--- config.mk ---
export PLATFORM = sky130hd
export DESIGN_NAME = hazard_controller
export DESIGN_NICKNAME = d
export VERILOG_FILES = /design/src/rtl/hazard_controller.sv
export SDC_FILE = /design/constraint.sdc
export NUM_CORES = 1
export LEC_CHECK = 0
export CAP_MARGIN = 40
export CORE_MARGIN = 2
export CORE_UTILIZATION = 43
export DETAILED_ROUTE_END_ITERATION = 12
export GPL_ROUTABILITY_DRIVEN = 0
export PLACE_DENSITY = 0.88
export SLEW_MARGIN = 20
export SYNTH_ARGS = -nofsm -noshare
export SYNTH_HDL_FRONTEND = slang
export SYNTH_SLANG_ARGS = --single-unit
--- constraint.sdc ---
create_clock -name clk_i -period 3.1 [get_ports clk_i]
set_input_delay 0.775 -clock clk_i [delete_from_list [all_inputs] [get_ports clk_i]]
set_output_delay 0.775 -clock clk_i [all_outputs]
set_load 0.01 [all_outputs]
--- src/rtl/hazard_controller.sv ---
// Pipeline hazard sequencer: RAW stalls the decode-stage forwarding cannot cover, redirect flushes, and data-memory freezes.
// Optional build macro HAZARD_PERF_EN adds saturating performance counters.
module hazard_controller #(
    parameter int         MEM_TIMEOUT = 255,
    parameter int         TIMEOUT_W   = 8,
    parameter logic [1:0] DEST_MEM    = 2'd1
) (
    input  logic       clk_i,
    input  logic       rst_n_i,
    input  logic [4:0] id_rs1_addr_i,
    input  logic       id_rs1_used_i,
    input  logic [4:0] id_rs2_addr_i,
    input  logic       id_rs2_used_i,
    input  logic [4:0] id_ex_reg_wr_addr_i,
    input  logic       id_ex_reg_wr_sig_i,
    input  logic [1:0] id_ex_data_dest_i,
    input  logic [4:0] ex_mem_reg_wr_addr_i,
    input  logic       ex_mem_reg_wr_sig_i,
    input  logic [1:0] ex_mem_data_dest_i,
    input  logic       ex_redirect_i,
    input  logic       mem_req_i,
    input  logic       mem_ack_i,
    output logic       pc_stall_o,
    output logic       if_id_stall_o,
    output logic       if_id_flush_o,
    output logic       id_ex_stall_o,
    output logic       id_ex_flush_o,
    output logic       ex_mem_stall_o,
    output logic       mem_wb_flush_o,
    output logic       mem_timeout_o,
    output logic [1:0] state_o
`ifdef HAZARD_PERF_EN
   ,output logic [31:0] perf_raw_stall_o,
    output logic [31:0] perf_flush_o,
    output logic [31:0] perf_mem_wait_o
`endif
);

    localparam logic [1:0] ST_RUN  = 2'd0;
    localparam logic [1:0] ST_RAW  = 2'd1;
    localparam logic [1:0] ST_WAIT = 2'd2;

    logic [1:0]           state_q, state_d;
    logic [1:0]           raw_cnt_q, raw_cnt_d;
    logic [TIMEOUT_W-1:0] wait_cnt_q, wait_cnt_d;
    logic                 timeout_q, timeout_d;

    logic       ex_hit, mem_load_hit, timeout_hit, freeze;
    logic [1:0] need;

    always_comb begin
        ex_hit = id_ex_reg_wr_sig_i && (id_ex_reg_wr_addr_i != 5'd0) &&
                 ((id_rs1_used_i && (id_rs1_addr_i == id_ex_reg_wr_addr_i)) ||
                  (id_rs2_used_i && (id_rs2_addr_i == id_ex_reg_wr_addr_i)));
        mem_load_hit = ex_mem_reg_wr_sig_i && (ex_mem_reg_wr_addr_i != 5'd0) &&
                       (ex_mem_data_dest_i == DEST_MEM) &&
                       ((id_rs1_used_i && (id_rs1_addr_i == ex_mem_reg_wr_addr_i)) ||
                        (id_rs2_used_i && (id_rs2_addr_i == ex_mem_reg_wr_addr_i)));
        need = 2'd0;
        if (ex_hit)
            need = (id_ex_data_dest_i == DEST_MEM) ? 2'd2 : 2'd1;
        else if (mem_load_hit)
            need = 2'd1;
        // The cycle that hits the limit releases the pipeline as if acked.
        timeout_hit = (state_q == ST_WAIT) && (wait_cnt_q == TIMEOUT_W'(MEM_TIMEOUT - 1)) &&
                      mem_req_i && !mem_ack_i;
        freeze = mem_req_i && !mem_ack_i && !timeout_hit;
    end

    always_comb begin
        state_d    = state_q;
        raw_cnt_d  = raw_cnt_q;
        wait_cnt_d = freeze ? wait_cnt_q + 1'b1 : '0;
        timeout_d  = timeout_q | timeout_hit;
        case (state_q)
            ST_RUN: begin
                if (freeze) begin
                    state_d = ST_WAIT;
                end else if (!ex_redirect_i && (need == 2'd2)) begin
                    state_d   = ST_RAW;
                    raw_cnt_d = 2'd1;
                end
            end
            ST_RAW: begin
                if (freeze) begin
                    state_d = ST_WAIT;
                end else if (ex_redirect_i) begin
                    state_d   = ST_RUN;
                    raw_cnt_d = 2'd0;
                end else begin
                    raw_cnt_d = raw_cnt_q - 1'b1;
                    if (raw_cnt_q <= 2'd1)
                        state_d = ST_RUN;
                end
            end
            ST_WAIT: begin
                if (!freeze) begin
                    if (ex_redirect_i) begin
                        state_d   = ST_RUN;
                        raw_cnt_d = 2'd0;
                    end else begin
                        state_d = (raw_cnt_q != 2'd0) ? ST_RAW : ST_RUN;
                    end
                end
            end
            default: begin
                state_d   = ST_RUN;
                raw_cnt_d = 2'd0;
            end
        endcase
    end

    // Outputs are gated by reset so they drop without waiting for a clock.
    always_comb begin
        pc_stall_o     = 1'b0;
        if_id_stall_o  = 1'b0;
        if_id_flush_o  = 1'b0;
        id_ex_stall_o  = 1'b0;
        id_ex_flush_o  = 1'b0;
        ex_mem_stall_o = 1'b0;
        mem_wb_flush_o = 1'b0;
        if (rst_n_i) begin
            if (freeze) begin
                pc_stall_o     = 1'b1;
                if_id_stall_o  = 1'b1;
                id_ex_stall_o  = 1'b1;
                ex_mem_stall_o = 1'b1;
                mem_wb_flush_o = 1'b1;
            end else if (ex_redirect_i) begin
                if_id_flush_o = 1'b1;
                id_ex_flush_o = 1'b1;
            end else if ((state_q == ST_RAW) || ((state_q == ST_RUN) && (need != 2'd0))) begin
                pc_stall_o    = 1'b1;
                if_id_stall_o = 1'b1;
                id_ex_flush_o = 1'b1;
            end
        end
    end

    always_ff @(posedge clk_i or negedge rst_n_i) begin
        if (!rst_n_i) begin
            state_q    <= ST_RUN;
            raw_cnt_q  <= 2'd0;
            wait_cnt_q <= '0;
            timeout_q  <= 1'b0;
        end else begin
            state_q    <= state_d;
            raw_cnt_q  <= raw_cnt_d;
            wait_cnt_q <= wait_cnt_d;
            timeout_q  <= timeout_d;
        end
    end

    assign mem_timeout_o = timeout_q;
    assign state_o       = state_q;

`ifdef HAZARD_PERF_EN
    logic [31:0] perf_raw_q, perf_raw_d;
    logic [31:0] perf_flush_q, perf_flush_d;
    logic [31:0] perf_mem_q, perf_mem_d;

    always_comb begin
        perf_raw_d   = perf_raw_q;
        perf_flush_d = perf_flush_q;
        perf_mem_d   = perf_mem_q;
        if (pc_stall_o && !freeze && (perf_raw_q != 32'hFFFF_FFFF))
            perf_raw_d = perf_raw_q + 32'd1;
        if (if_id_flush_o && (perf_flush_q != 32'hFFFF_FFFF))
            perf_flush_d = perf_flush_q + 32'd1;
        if (freeze && (perf_mem_q != 32'hFFFF_FFFF))
            perf_mem_d = perf_mem_q + 32'd1;
    end

    always_ff @(posedge clk_i or negedge rst_n_i) begin
        if (!rst_n_i) begin
            perf_raw_q   <= 32'd0;
            perf_flush_q <= 32'd0;
            perf_mem_q   <= 32'd0;
        end else begin
            perf_raw_q   <= perf_raw_d;
            perf_flush_q <= perf_flush_d;
            perf_mem_q   <= perf_mem_d;
        end
    end

    assign perf_raw_stall_o = perf_raw_q;
    assign perf_flush_o     = perf_flush_q;
    assign perf_mem_wait_o  = perf_mem_q;
`endif

endmodule

==> impl_metrics.ini <==
[detailed_routing]
drc = 0
antenna_left = 0
viasPerCell = 5.388
wl_per_cell_um = 15.28
drt_pass1_iterations = 4
wirelength_mm = 3.194
via_count = 1126
drt_iter0_drc = 26

[synth]
synth-seq-cells = 13
synth-edff-count = 0
synthCells = 117
netlist_area_sq_um = 1071
yosysSeqAreaShare = 0.3037
synth_top_family_by_area = simple AND/OR/NAND/NOR gates
synth-simple-area-share = 0.2220
ys.flop_type = dfrtp_1
post-synth-top-area-cell = dfrtp_1
synth_area_leaders = dfrtp_1 30%, xnor2_1 11%, xor2_1 11%
synthArstFlopShare = 1.000
synth.distinct_cells = 39
synth_xor_area_frac = 0.2126
synth_fa_ha_area_frac = 0.04673
syn_nets = 154
synth_commonest_cells = 13 x dfrtp_1, 13 x xnor2_1, 13 x xor2_1
muxShareOfSynthArea = 0.01051
synth.top_cell.area_share = 0.3037
synth_compound_area_frac = 0.1460
syn_area_per_cell_sq_um = 9.154
yosysWarnings = 0

[global_routing]
grt_max_degree = 14
grt-ovfl-total = 0
grt_pass1_vias = 1154
grt_pass1_wl_mm = 4.692
grt_usage = 0.2306
antenna_found_initial = 0

[clocking]
clk_latency_ns = 0.27
cts-root-buf = clkbuf_4
h-tree-depth = 1
clk_path_buf_depth = 2
cts_tree = yes
cts_buffers = 3
path_clk_slew_ns = 0.07
clock_sinks = 13

[sta]
worst_pin_slew_ns = 0.3243
whs_ns = 0.5051
post-route-period-util = 0.9719
max_freq_mhz = 331.9
hold_violations = 0
period_needed_ns = 3.013
setup_viol = 0
setup_tns_ns = 0
rsz0062_at_grt = no
worst_clock_skew_ns = 0.002432
slew_viol_final = 0
maxSlewHeadroom = 0.7836

[die]
die_area_sq_um = 2906
initial_core_util = 0.4444
io_pins = 43
core.rowCount = 18
core_sq_um = 2410
die_w_um = 53.91
die_height_um = 53.91

[worst_setup_path]
rr_endpoint = raw_cnt_q[0]
critical_path_class = in -> out
worstSetupEndpoint = if_id_stall_o
end_kind = output pin
critPathLaunch = ex_mem_reg_wr_addr_i[2]
slowest_delay_ns = 0.42
path_depth = 8
path_cells = dlygate4sd2_1 > or4_4 > o2111ai_2 > a21oi_2 > buf_4 > o31ai_4 > a21oi_1 > buf_2
ff2ff_setup_slack_ns = 1.30
worst_r2r_startpoint = wait_cnt_q[3]
crit_path_max_fanout = 2
startpoint_type = input port
worstPathArrival_ns = 2.24
cp_top_family = buffers and inverters
r2r_cells = 7
slowest_stage = or4_4
worst-path-buf-inv = 3
crit_required_ns = 2.32

[power]
pwr_density_cell_nw_per_um2 = 275.3
p_leak_nw = 0.8120
irDropWorstVdd_v = 0.0003328

[worst_hold_path]
hold_class = reg -> reg

[placed_design]
dpl.hpwl_mm = 2.464
port_buffers = 42
place_inst = 197

[outcome]
status = finished, final reports clean

[finish]
num_antenna_cells = 0
area_growth_syn_to_layout_pct = 61.22
drive_above_1_share = 0.3408
final_cells = 209
nets = 217

[run]
max-cap-violations = 0
cell families (layout without fill, tap and decap cells):
family                   after synthesis  count (layout)
AND/OR/NAND/NOR                       43              43
XOR/XNOR                              26              26
AO/OA/AOI/OAI                         18              18
flip-flops                            13              13
buffers and inverters                 12              74
adder cells (fa/ha/maj)                4               4
multiplexers                           1               1
routing by layer:
metal | wire length, um | up-vias | GRT usage
met1 | 1072 | 529 | 0.2035
met5 | 0 | - | 0
met3 | 296 | 12 | 0.03333
li1 | - | 535 | -
met2 | 1707 | 50 | 0.4695
met4 | 118 | 0 | 0.1453
what timing repair did:
action | in CTS | in global routing
pin swaps | 22 | 5
hold endpoints to repair | 0 | 0
gates resized for setup | 87 | 9
setup buffers | 8 | 0
endpoints found under the setup margin | 3 | 7
hold buffers | 0 | 0
flip-flops by register name (all words and copies together) (netlist names):
name           count
wait_cnt_q         8
raw_cnt_q          2
state_o            2
mem_timeout_o      1
final cells by class:
class / count / area [sq um]
well taps: 30 / 37.54
fillers: 191 / 683.2
multi-input cells: 92 / 752.0
flip-flops and latches: 13 / 326.6
repair buffers: 64 / 561.8
inverters: 6 / 22.52
clock buffers: 4 / 26.28
how the worst min path moves through the flow:
stage | endpoint | slack [ns] | cells after the start | start
finish | mem_timeout_o | 0.51 | 1 | mem_timeout_o
global route | mem_timeout_o | 0.54 | 1 | mem_timeout_o
CTS | mem_timeout_o | 0.51 | 1 | mem_timeout_o
detailed placement | mem_timeout_o | 0.48 | 1 | mem_timeout_o
global placement | mem_timeout_o | 0.47 | 1 | mem_timeout_o
floorplan | mem_timeout_o | 0.48 | 0 | rst_n_i
stage by stage:
stage / instance area [sq um] / total power [mW] / util / worst slack, ns
6_report: 1727 / 0.4754 / 0.7165 / 0.08696
5_1_grt: 1727 / 0.4963 / 0.7165 / 0.003577
4_1_cts: 1690 / 0.4736 / 0.7015 / 0.001728
3_5_place_dp: 1594 / 0.3703 / 0.6615 / -0.7085
3_3_place_gp: 1594 / 0.3598 / 0.6615 / -0.6106
2_1_floorplan: 1071 / 0.2725 / - / 0.2900
layout by cell type (no fill, tap or decap), types with 3 or more instances in the layout:
cell             count
buf_2                8
ha_1                 4
dlymetal6s2s_1       4
a21oi_1              3
clkdlybuf4s50_1     14
nand2_1              5
clkdlybuf4s15_2      6
xor2_1              11
clkbuf_4             3
inv_1                6
nor2_1              11
nand4_1              3
nand3_1              6
buf_4               23
dlygate4sd2_1        5
dfrtp_1             12
xnor2_1             11
power by group:
group	internal, mW	leakage [nW]	switching [mW]
Combinational	0.103	0.625	0.0851
Clock	0.0498	0.0150	0.0516
Sequential	0.178	0.172	0.00768
Note: power is estimated with default switching activity, not from simulation.
